[config.mk]
export PLATFORM = sky130hd
export DESIGN_NAME = k12a_run_ctl
export DESIGN_NICKNAME = d
export VERILOG_FILES = /design/src/rtl/k12a_run_ctl.sv
export SDC_FILE = /design/constraint.sdc
export NUM_CORES = 1
export LEC_CHECK = 0
export CORE_MARGIN = 1.5
export CORE_UTILIZATION = 44
export DETAILED_ROUTE_END_ITERATION = 10
export PLACE_DENSITY = 0.8
export SYNTH_ARGS = -nofsm -noshare
export SYNTH_HDL_FRONTEND = slang
export SYNTH_SLANG_ARGS = --single-unit
export TNS_END_PERCENT = 30
[constraint.sdc]
create_clock -name cpu_clock -period 2.3 [get_ports cpu_clock]
set_input_delay 0.345 -clock cpu_clock [delete_from_list [all_inputs] [get_ports cpu_clock]]
set_output_delay 0.345 -clock cpu_clock [all_outputs]
set_load 0.03 [all_outputs]
[src/rtl/k12a_run_ctl.sv]
// Run controller for the k12a core: gates the core clock enable and reset, and
// arbitrates the memory bus between the core and host commands while paused.
module k12a_run_ctl #(
  parameter int RESET_CYCLES = 4,
  parameter int MEM_LATENCY  = 1
) (
  input  logic        cpu_clock,
  input  logic        reset,
  input  logic        cmd_valid,
  output logic        cmd_ready,
  input  logic [2:0]  cmd_op,
  input  logic [15:0] cmd_addr,
  input  logic [7:0]  cmd_data,
  output logic        rsp_valid,
  output logic        rsp_err,
  output logic [7:0]  rsp_data,
  input  logic        cpu_halted,
  input  logic [15:0] cpu_pc,
  input  logic        bp_enable,
  input  logic [15:0] bp_addr,
  output logic        cpu_clk_en,
  output logic        cpu_reset_n,
  output logic        host_mem_en,
  output logic        host_mem_we,
  output logic [15:0] host_mem_addr,
  output logic [7:0]  host_mem_wdata,
  input  logic [7:0]  host_mem_rdata,
  output logic        running,
  output logic [1:0]  stop_cause,
  output logic [2:0]  fsm_state
);

  // Command handshake: a command transfers in a cycle with cmd_valid && cmd_ready;
  // responses are single-cycle rsp_valid pulses with no backpressure.
  typedef enum logic [2:0] {S_RST, S_PAUSED, S_RUN, S_STEP, S_MEM} state_t;

  localparam logic [2:0] OP_RUN  = 3'd1;
  localparam logic [2:0] OP_STOP = 3'd2;
  localparam logic [2:0] OP_STEP = 3'd3;
  localparam logic [2:0] OP_RCPU = 3'd4;
  localparam logic [2:0] OP_RD   = 3'd5;
  localparam logic [2:0] OP_WR   = 3'd6;
  localparam logic [2:0] OP_RSVD = 3'd7;

  localparam logic [15:0] RST_LAST = 16'(RESET_CYCLES - 1);
  localparam logic [15:0] MEM_LAST = 16'(MEM_LATENCY - 1);

  state_t      state, state_n;
  logic [7:0]  cnt;
  logic [15:0] tmr;
  logic        bp_armed, rst_rsp;
  logic        mem_we_q;
  logic [15:0] mem_addr_q;
  logic [7:0]  mem_wdata_q;
  logic        running_q, rsp_valid_q, rsp_err_q;
  logic [1:0]  cause_q;
  logic [7:0]  rsp_data_q;

  logic        ready, clk_en, mem_en, bp_hit;
  logic        rsp_set, err_set, cause_wr;
  logic [1:0]  cause_val;
  logic [7:0]  rsp_data_n;
  logic        paused_cmd;

  assign paused_cmd = (state == S_PAUSED) && cmd_valid;

  always_comb begin
    state_n    = state;
    ready      = 1'b0;
    clk_en     = 1'b0;
    mem_en     = 1'b0;
    bp_hit     = 1'b0;
    rsp_set    = 1'b0;
    err_set    = 1'b0;
    cause_wr   = 1'b0;
    cause_val  = 2'd0;
    rsp_data_n = 8'h00;
    case (state)
      S_RST: begin
        clk_en = 1'b1;
        if (tmr == RST_LAST) begin
          state_n  = S_PAUSED;
          cause_wr = 1'b1;
          rsp_set  = rst_rsp;
        end
      end
      S_PAUSED: begin
        ready = 1'b1;
        if (cmd_valid) begin
          case (cmd_op)
            OP_RUN:        begin state_n = S_RUN; rsp_set = 1'b1; end
            OP_STEP:       state_n = S_STEP;
            OP_RCPU:       state_n = S_RST;
            OP_RD, OP_WR:  state_n = S_MEM;
            OP_RSVD:       begin rsp_set = 1'b1; err_set = 1'b1; end
            default:       rsp_set = 1'b1;
          endcase
        end
      end
      S_RUN: begin
        ready  = 1'b1;
        bp_hit = bp_enable && bp_armed && (cpu_pc == bp_addr);
        clk_en = !cpu_halted && !bp_hit;
        if (cmd_valid) begin
          rsp_set = 1'b1;
          err_set = (cmd_op != OP_STOP);
        end
        // Hardware stop causes take priority over a coincident host STOP.
        if (cpu_halted) begin
          state_n = S_PAUSED; cause_wr = 1'b1; cause_val = 2'd1;
        end else if (bp_hit) begin
          state_n = S_PAUSED; cause_wr = 1'b1; cause_val = 2'd2;
        end else if (cmd_valid && cmd_op == OP_STOP) begin
          state_n = S_PAUSED; cause_wr = 1'b1; cause_val = 2'd0;
        end
      end
      S_STEP: begin
        if (cpu_halted) begin
          state_n = S_PAUSED; cause_wr = 1'b1; cause_val = 2'd1; rsp_set = 1'b1;
        end else begin
          clk_en = 1'b1;
          if (cnt == 8'd0) begin
            state_n = S_PAUSED; cause_wr = 1'b1; cause_val = 2'd3; rsp_set = 1'b1;
          end
        end
      end
      S_MEM: begin
        mem_en = 1'b1;
        if (tmr == MEM_LAST) begin
          state_n    = S_PAUSED;
          cause_wr   = 1'b1;
          rsp_set    = 1'b1;
          rsp_data_n = mem_we_q ? 8'h00 : host_mem_rdata;
        end
      end
      default: state_n = S_RST;
    endcase
  end

  always_ff @(posedge cpu_clock) begin
    if (reset) begin
      state       <= S_RST;
      cnt         <= 8'd0;
      tmr         <= 16'd0;
      bp_armed    <= 1'b0;
      rst_rsp     <= 1'b0;
      mem_we_q    <= 1'b0;
      mem_addr_q  <= 16'd0;
      mem_wdata_q <= 8'd0;
      running_q   <= 1'b0;
      cause_q     <= 2'd0;
      rsp_valid_q <= 1'b0;
      rsp_err_q   <= 1'b0;
      rsp_data_q  <= 8'd0;
    end else begin
      state       <= state_n;
      // tmr counts cycles spent in the current state.
      tmr         <= (state_n != state) ? 16'd0 : tmr + 16'd1;
      running_q   <= (state_n == S_RUN);
      rsp_valid_q <= rsp_set;
      rsp_err_q   <= err_set;
      rsp_data_q  <= rsp_data_n;
      if (cause_wr) cause_q <= cause_val;
      if (paused_cmd && cmd_op == OP_STEP) cnt <= cmd_data;
      else if (state == S_STEP) cnt <= cnt - 8'd1;
      if (paused_cmd && (cmd_op == OP_RD || cmd_op == OP_WR)) begin
        mem_addr_q  <= cmd_addr;
        mem_wdata_q <= cmd_data;
        mem_we_q    <= (cmd_op == OP_WR);
      end
      // Arming waits for the PC to leave bp_addr so RUN can resume from a breakpoint.
      if (paused_cmd && cmd_op == OP_RUN) bp_armed <= 1'b0;
      else if (state == S_RUN && cpu_pc != bp_addr) bp_armed <= 1'b1;
      if (paused_cmd && cmd_op == OP_RCPU) rst_rsp <= 1'b1;
      else if (state == S_RST && state_n == S_PAUSED) rst_rsp <= 1'b0;
    end
  end

  assign cmd_ready      = ready && !reset;
  assign cpu_clk_en     = clk_en && !reset;
  assign cpu_reset_n    = (state != S_RST) && !reset;
  assign host_mem_en    = mem_en && !reset;
  assign host_mem_we    = mem_en && mem_we_q && !reset;
  assign host_mem_addr  = mem_addr_q;
  assign host_mem_wdata = mem_wdata_q;
  assign rsp_valid      = rsp_valid_q;
  assign rsp_err        = rsp_err_q;
  assign rsp_data       = rsp_data_q;
  assign running        = running_q;
  assign stop_cause     = cause_q;
  assign fsm_state      = state;

endmodule

Word-level counts from Yosys, hierarchy flattened:

Index checks and enable logic that the tools add are counted.

* word-level logic and storage cells: 108
* input port bits: 72
* output and inout port bits: 45
* register bits: 67

* muxes and demuxes: 40
* bitwise gates (word level): 2
* equal/unequal tests: 18
* $add $sub $neg: 2
* reductions and logical operators: 33

Operator list (number)
* two-way mux 3 bit: 8
* two-way mux 1 bit: 19
* logical AND 1 bit: 17
* adder 16 x 1 -> 16 bit, second input constant: 1
* equality test 16 bit: 1
* equality test 16 x 2 -> 1 bit, second input constant: 1
* logical NOT 16 bit: 1
* two-way mux 8 bit: 2
* inequality test 16 bit: 1
* equality test 3 x 2 -> 1 bit, second input constant: 5
* equality test 3 bit, second input constant: 5
* case mux 3 bit (5 select lines): 1
* case mux 3 bit (4 select lines): 1
* equality test 3 x 1 -> 1 bit, second input constant: 3
* logical NOT 8 bit: 1
* two-way mux 2 bit: 4
* OR reduction 2 bit: 4
* OR reduction 4 bit: 2
* subtractor 8 x 1 -> 8 bit, second input constant: 1
* case mux 1 bit (5 select lines): 1
* case mux 1 bit (4 select lines): 1
* case mux 2 bit (2 select lines): 1
* nonzero test 2 bit: 2
* logical NOT 1 bit: 3
* 8 further kinds: 9

Logic depth before layout (Yosys ltp):

* depth in word-level cells: 10
* depth in mapped cells: 9
* gate-level depth less buffers: 8

Worst setup path before layout:

No wires, ideal clock.

* kind: register -> register
* start point: register state[2], in the netlist fsm_state[2]
* end point: register tmr[10]
* arrival time: 1.949 ns
* path slack: 0.287 ns
* path buffers: 2
* period minus slack after synthesis: 2.013 ns
* library setup time: 0.064 ns
* stages on the path, launching flop included: 9
* data required time: 2.236 ns
* path through: dfxtp_1 clkbuf_8 nor3_1 and2_2 o2bb2ai_2 or3_1 a22o_4 buf_6 nor2_1

* longest elaborated chain between the ends: 6
* elaborated cells on any way between the ends: 17

RTL lines
* start, declared: RTL line 48 `state_t state, state_n;`
* start signal, assigned: RTL line 156 `state <= state_n;`
* two-way mux 3 bit: RTL line 113 `end else if (cmd_valid && cmd_op == OP_STOP) begin`
* two-way mux 3 bit: RTL line 111 `end else if (bp_hit) begin`
* two-way mux 3 bit: RTL line 109 `if (cpu_halted) begin`
* case mux 3 bit (5 select lines): RTL line 78 `case (state)`
* inequality test 3 bit *: RTL line 158 `tmr <= (state_n != state) ? 16'd0 : tmr + 16'd1;`
* OR reduction 2 bit (no line) *
* end signal, assigned: RTL line 158
* end, declared: RTL line 50 `logic [15:0] tmr;`

Mark *: on every way between the ends. The rest lies on a longest branch, timed or not.
A chain may end at the register's enable or synchronous reset.

Worst setup path after layout:

* start point: input port bp_addr[7]
* end point: output port cpu_clk_en

* longest elaborated chain between the ends: 6

RTL lines
* start, declared: RTL line 20 `input logic [15:0] bp_addr,`
* equality test 16 bit: RTL line 102 `bp_hit = bp_enable && bp_armed && (cpu_pc == bp_addr);`
* logical AND 1 bit: RTL line 102
* logical NOT 1 bit: RTL line 103 `clk_en = !cpu_halted && !bp_hit;`
* logical AND 1 bit: RTL line 103
* case mux 1 bit (3 select lines): RTL line 78
* logical AND 1 bit: RTL line 180 `assign cpu_clk_en = clk_en && !reset;`
* end, declared: RTL line 21 `output logic cpu_clk_en,`

Every way passes these cells.

==> results.toml <==
[global_route]
grt_pass1_vias = 2960
grt_use_total_pct = 21.8
grt_pass1_wl_um = 13000
antenna_found_initial = 0
grt_overflow = 0
grt_max_degree = 43

[synthesis]
synth_cell_types = 44
ys_seq_elements = 67
dominantRegCellSynth = "dfxtp_1"
yosys.area.top_type_share_pct = 42.9
synth.avg_cell_area_um2 = 8.15
yosys_warnings = 0
async_reset_ff_share_pct = 0
ys_seq_area_share_pct = 42.9
synth_edf_count = 0
synth_top_cell_by_area = "dfxtp_1"
synth_cells = 383
yosys-top-cells-area = "dfxtp_1, nand2_1, xor2_1"
synth_fp_nets = 458
synthesis.area_mm2 = 0.00312

[hold_path]
hold_end = "host_mem_addr[11]"
min-delay-start = "host_mem_addr[11]"
holdPathStages = 2
hold_class = "flip-flop to flip-flop"

[drt]
routed_via_density = 5.06
vias = 3061
ant_nets = 0
wire_per_inst_um = 13.4
wirelength_um = 8130
dr.first_iter.drc_count = 171
drt-pass1-iter-count = 5
route.detailed.drc = 0

[timing]
fin_crit_sh_pct = 95.7
finalMaxSlewViolations = 0
finClkSkew_ns = 0.00845
max_freq_mhz = 454
worst-slew-pin-transition_ns = 0.522
finalSetupViolCount = 0
hold_ws_ns = 0.453
finalHoldViolations = 0
tns_ns = 0
slew_headroom_pct = 64.9
period_minus_slack_ns = 2.20

[power]
p_sw_share_pct = 26.5
total_power_mw = 2.79
clkPwrFrac_pct = 38.1
power.density_mw_per_mm2 = 601
p_leak_nw = 1.82
p_switching_mw = 0.737
intPower_mw = 2.05
pwr-share-seq_pct = 43.9
pwr-share-comb_pct = 18.0
peakVddDrop_mv = 0.415

[clock_network]
root_buffer = "clkbuf_8"
clock_latency_ns = 0.34
cts_tree = "built"
ctsHoldBuffers = 0
cts_sinks = 67
clk_transition_reported_paths_ns = 0.07
cts_made_buffers = 9
clockBufferDepth = 2
htreeDepth = 3
cts_setup_buffers = 0

[die]
die_y_um = 87.2
floorplan.die_area_mm2 = 0.00761
pin_count = 117
die_w_um = 87.2
fp.coreArea_mm2 = 0.00683
rows = 30
start_util_pct = 45.7

[final_layout]
num_antenna_cells = 0
syn_to_final_growth_pct = 48.5
num-nets-final = 580
stdcell_count = 605
final_core_util_pct = 67.9
final_common_cell = "clkdlybuf4s50_1"
layout_common_cells = "clkdlybuf4s50_1, nand2_1, dfxtp_1, a21oi_1, nor2_1"
drive_above_1_share_pct = 9.04

[worst_setup_path]
reg2reg_from = "tmr[0]"
crit_arrival_ns = 1.86
critPathKind = "input pin to primary output"
critPathLaunchType = "input pin"
crit_fanout = 2
ff2ff_path_depth = 8
r2r-end = "tmr[14]"
rrSetupSlack_ns = 0.31
critPathCaptureType = "primary output"
cp.required_ns = 1.96

[place]
io_buffers = 116
dp.cells = 590
place.gp.congestion = 0.903
hpwl_um = 6000

[outcome]
status = "complete, no violations"

[job]
max_cap_violations = 0
[through the flow]
stage | setup slack (ns) | instance area (µm²)
3_3_place_gp | -0.0944 | 4380
4_1_cts | 0.000364 | 4570
5_1_grt | -0.0194 | 4640
6_report | 0.0979 | 4640
2_1_floorplan | 0.287 | 3120
3_5_place_dp | -0.124 | 4380
[critical path, cell delays in order]
cell and delay, ns:
dlygate4sd2_1 0.24, xor2_1 0.17, nor4_2 0.28, nand4_1 0.21
nor3_2 0.20, o21ai_1 0.07, and3b_1 0.20, buf_6 0.13
[cell type report]
type                            instances  area, µm²
Clock buffer                            9        124
Clock inverter                          6       90.1
Fill cell                             599       2190
Inverter                               10       37.5
Multi-Input combinational cell        287       1660
Sequential cell                        67       1340
Tap cell                               96        120
Timing Repair Buffer                  130       1270
[cells in the mapped netlist (2+ instances only)]
| cell | count |
|---|---|
| and4_2 | 2 |
| xor2_1 | 28 |
| buf_6 | 3 |
| and2_2 | 2 |
| a31oi_1 | 2 |
| nor4_1 | 11 |
| a211oi_1 | 4 |
| xnor2_1 | 9 |
| o211ai_1 | 3 |
| o22ai_1 | 2 |
| and3_1 | 6 |
| clkbuf_8 | 2 |
| inv_1 | 10 |
| clkbuf_1 | 10 |
| nand4_1 | 4 |
| nor3b_1 | 3 |
| ha_1 | 3 |
| nand3_1 | 14 |
| dfxtp_1 | 67 |
| a21oi_1 | 41 |
| o21ai_0 | 7 |
| nor3_1 | 11 |
| nand2_1 | 67 |
| and2_1 | 10 |
| nor2_1 | 37 |
| buf_2 | 4 |
| nor2b_1 | 4 |
[registers in the layout (all words and copies together), names as in the netlist, 2 cells and up]
register	flops
cnt	8
fsm_state	3
host_mem_addr	16
host_mem_wdata	8
rsp_data	8
stop_cause	2
tmr	16
[power groups by stage]
| stage | Combinational (mW) | Clock (mW) | Sequential (mW) |
|---|---|---|---|
| after global placement | 0.495 | 0 | 1.25 |
| after CTS | 0.498 | 1.08 | 1.22 |
| after detailed placement | 0.504 | 0 | 1.25 |
| final | 0.500 | 1.06 | 1.22 |
| after floorplan | 0.278 | 0 | 1.26 |
| after global routing | 0.544 | 1.14 | 1.23 |
[worst max-delay path by stage]
stage,start,slack [ns],to
global placement,bp_addr[5],-0.09,cpu_clk_en
CTS,bp_addr[5],0.0004,cpu_clk_en
detailed placement,bp_addr[9],-0.12,running
floorplan,fsm_state[2],0.29,tmr[10]
finish,bp_addr[7],0.1,cpu_clk_en
global route,cpu_pc[3],-0.02,cpu_clk_en
[layer usage]
layer,GRT usage (%),routed length (µm)
met1,24.5,3320
met2,38.0,4070
met3,5.59,506
met4,10.7,236
met5,0,0
[logic make-up (layout without fill, tap and decap cells)]
group                    after synthesis  in the layout  share of synthesized area [%]
AO/OA/AOI/OAI                         69             69                           13.5
XOR/XNOR                              37             37                           10.4
adder cells (fa/ha/maj)                3              3                           1.20
buffers and inverters                 29            155                           5.01
flip-flops                            67             67                           42.9
AND/OR/NAND/NOR                      178            178                           27.0
[repair_timing]
item                       4_1_cts  5_1_grt
gates resized for setup         24       18
setup endpoints to repair        2        2
pin swaps                       13       12
Power figures use the tool's default switching activity.
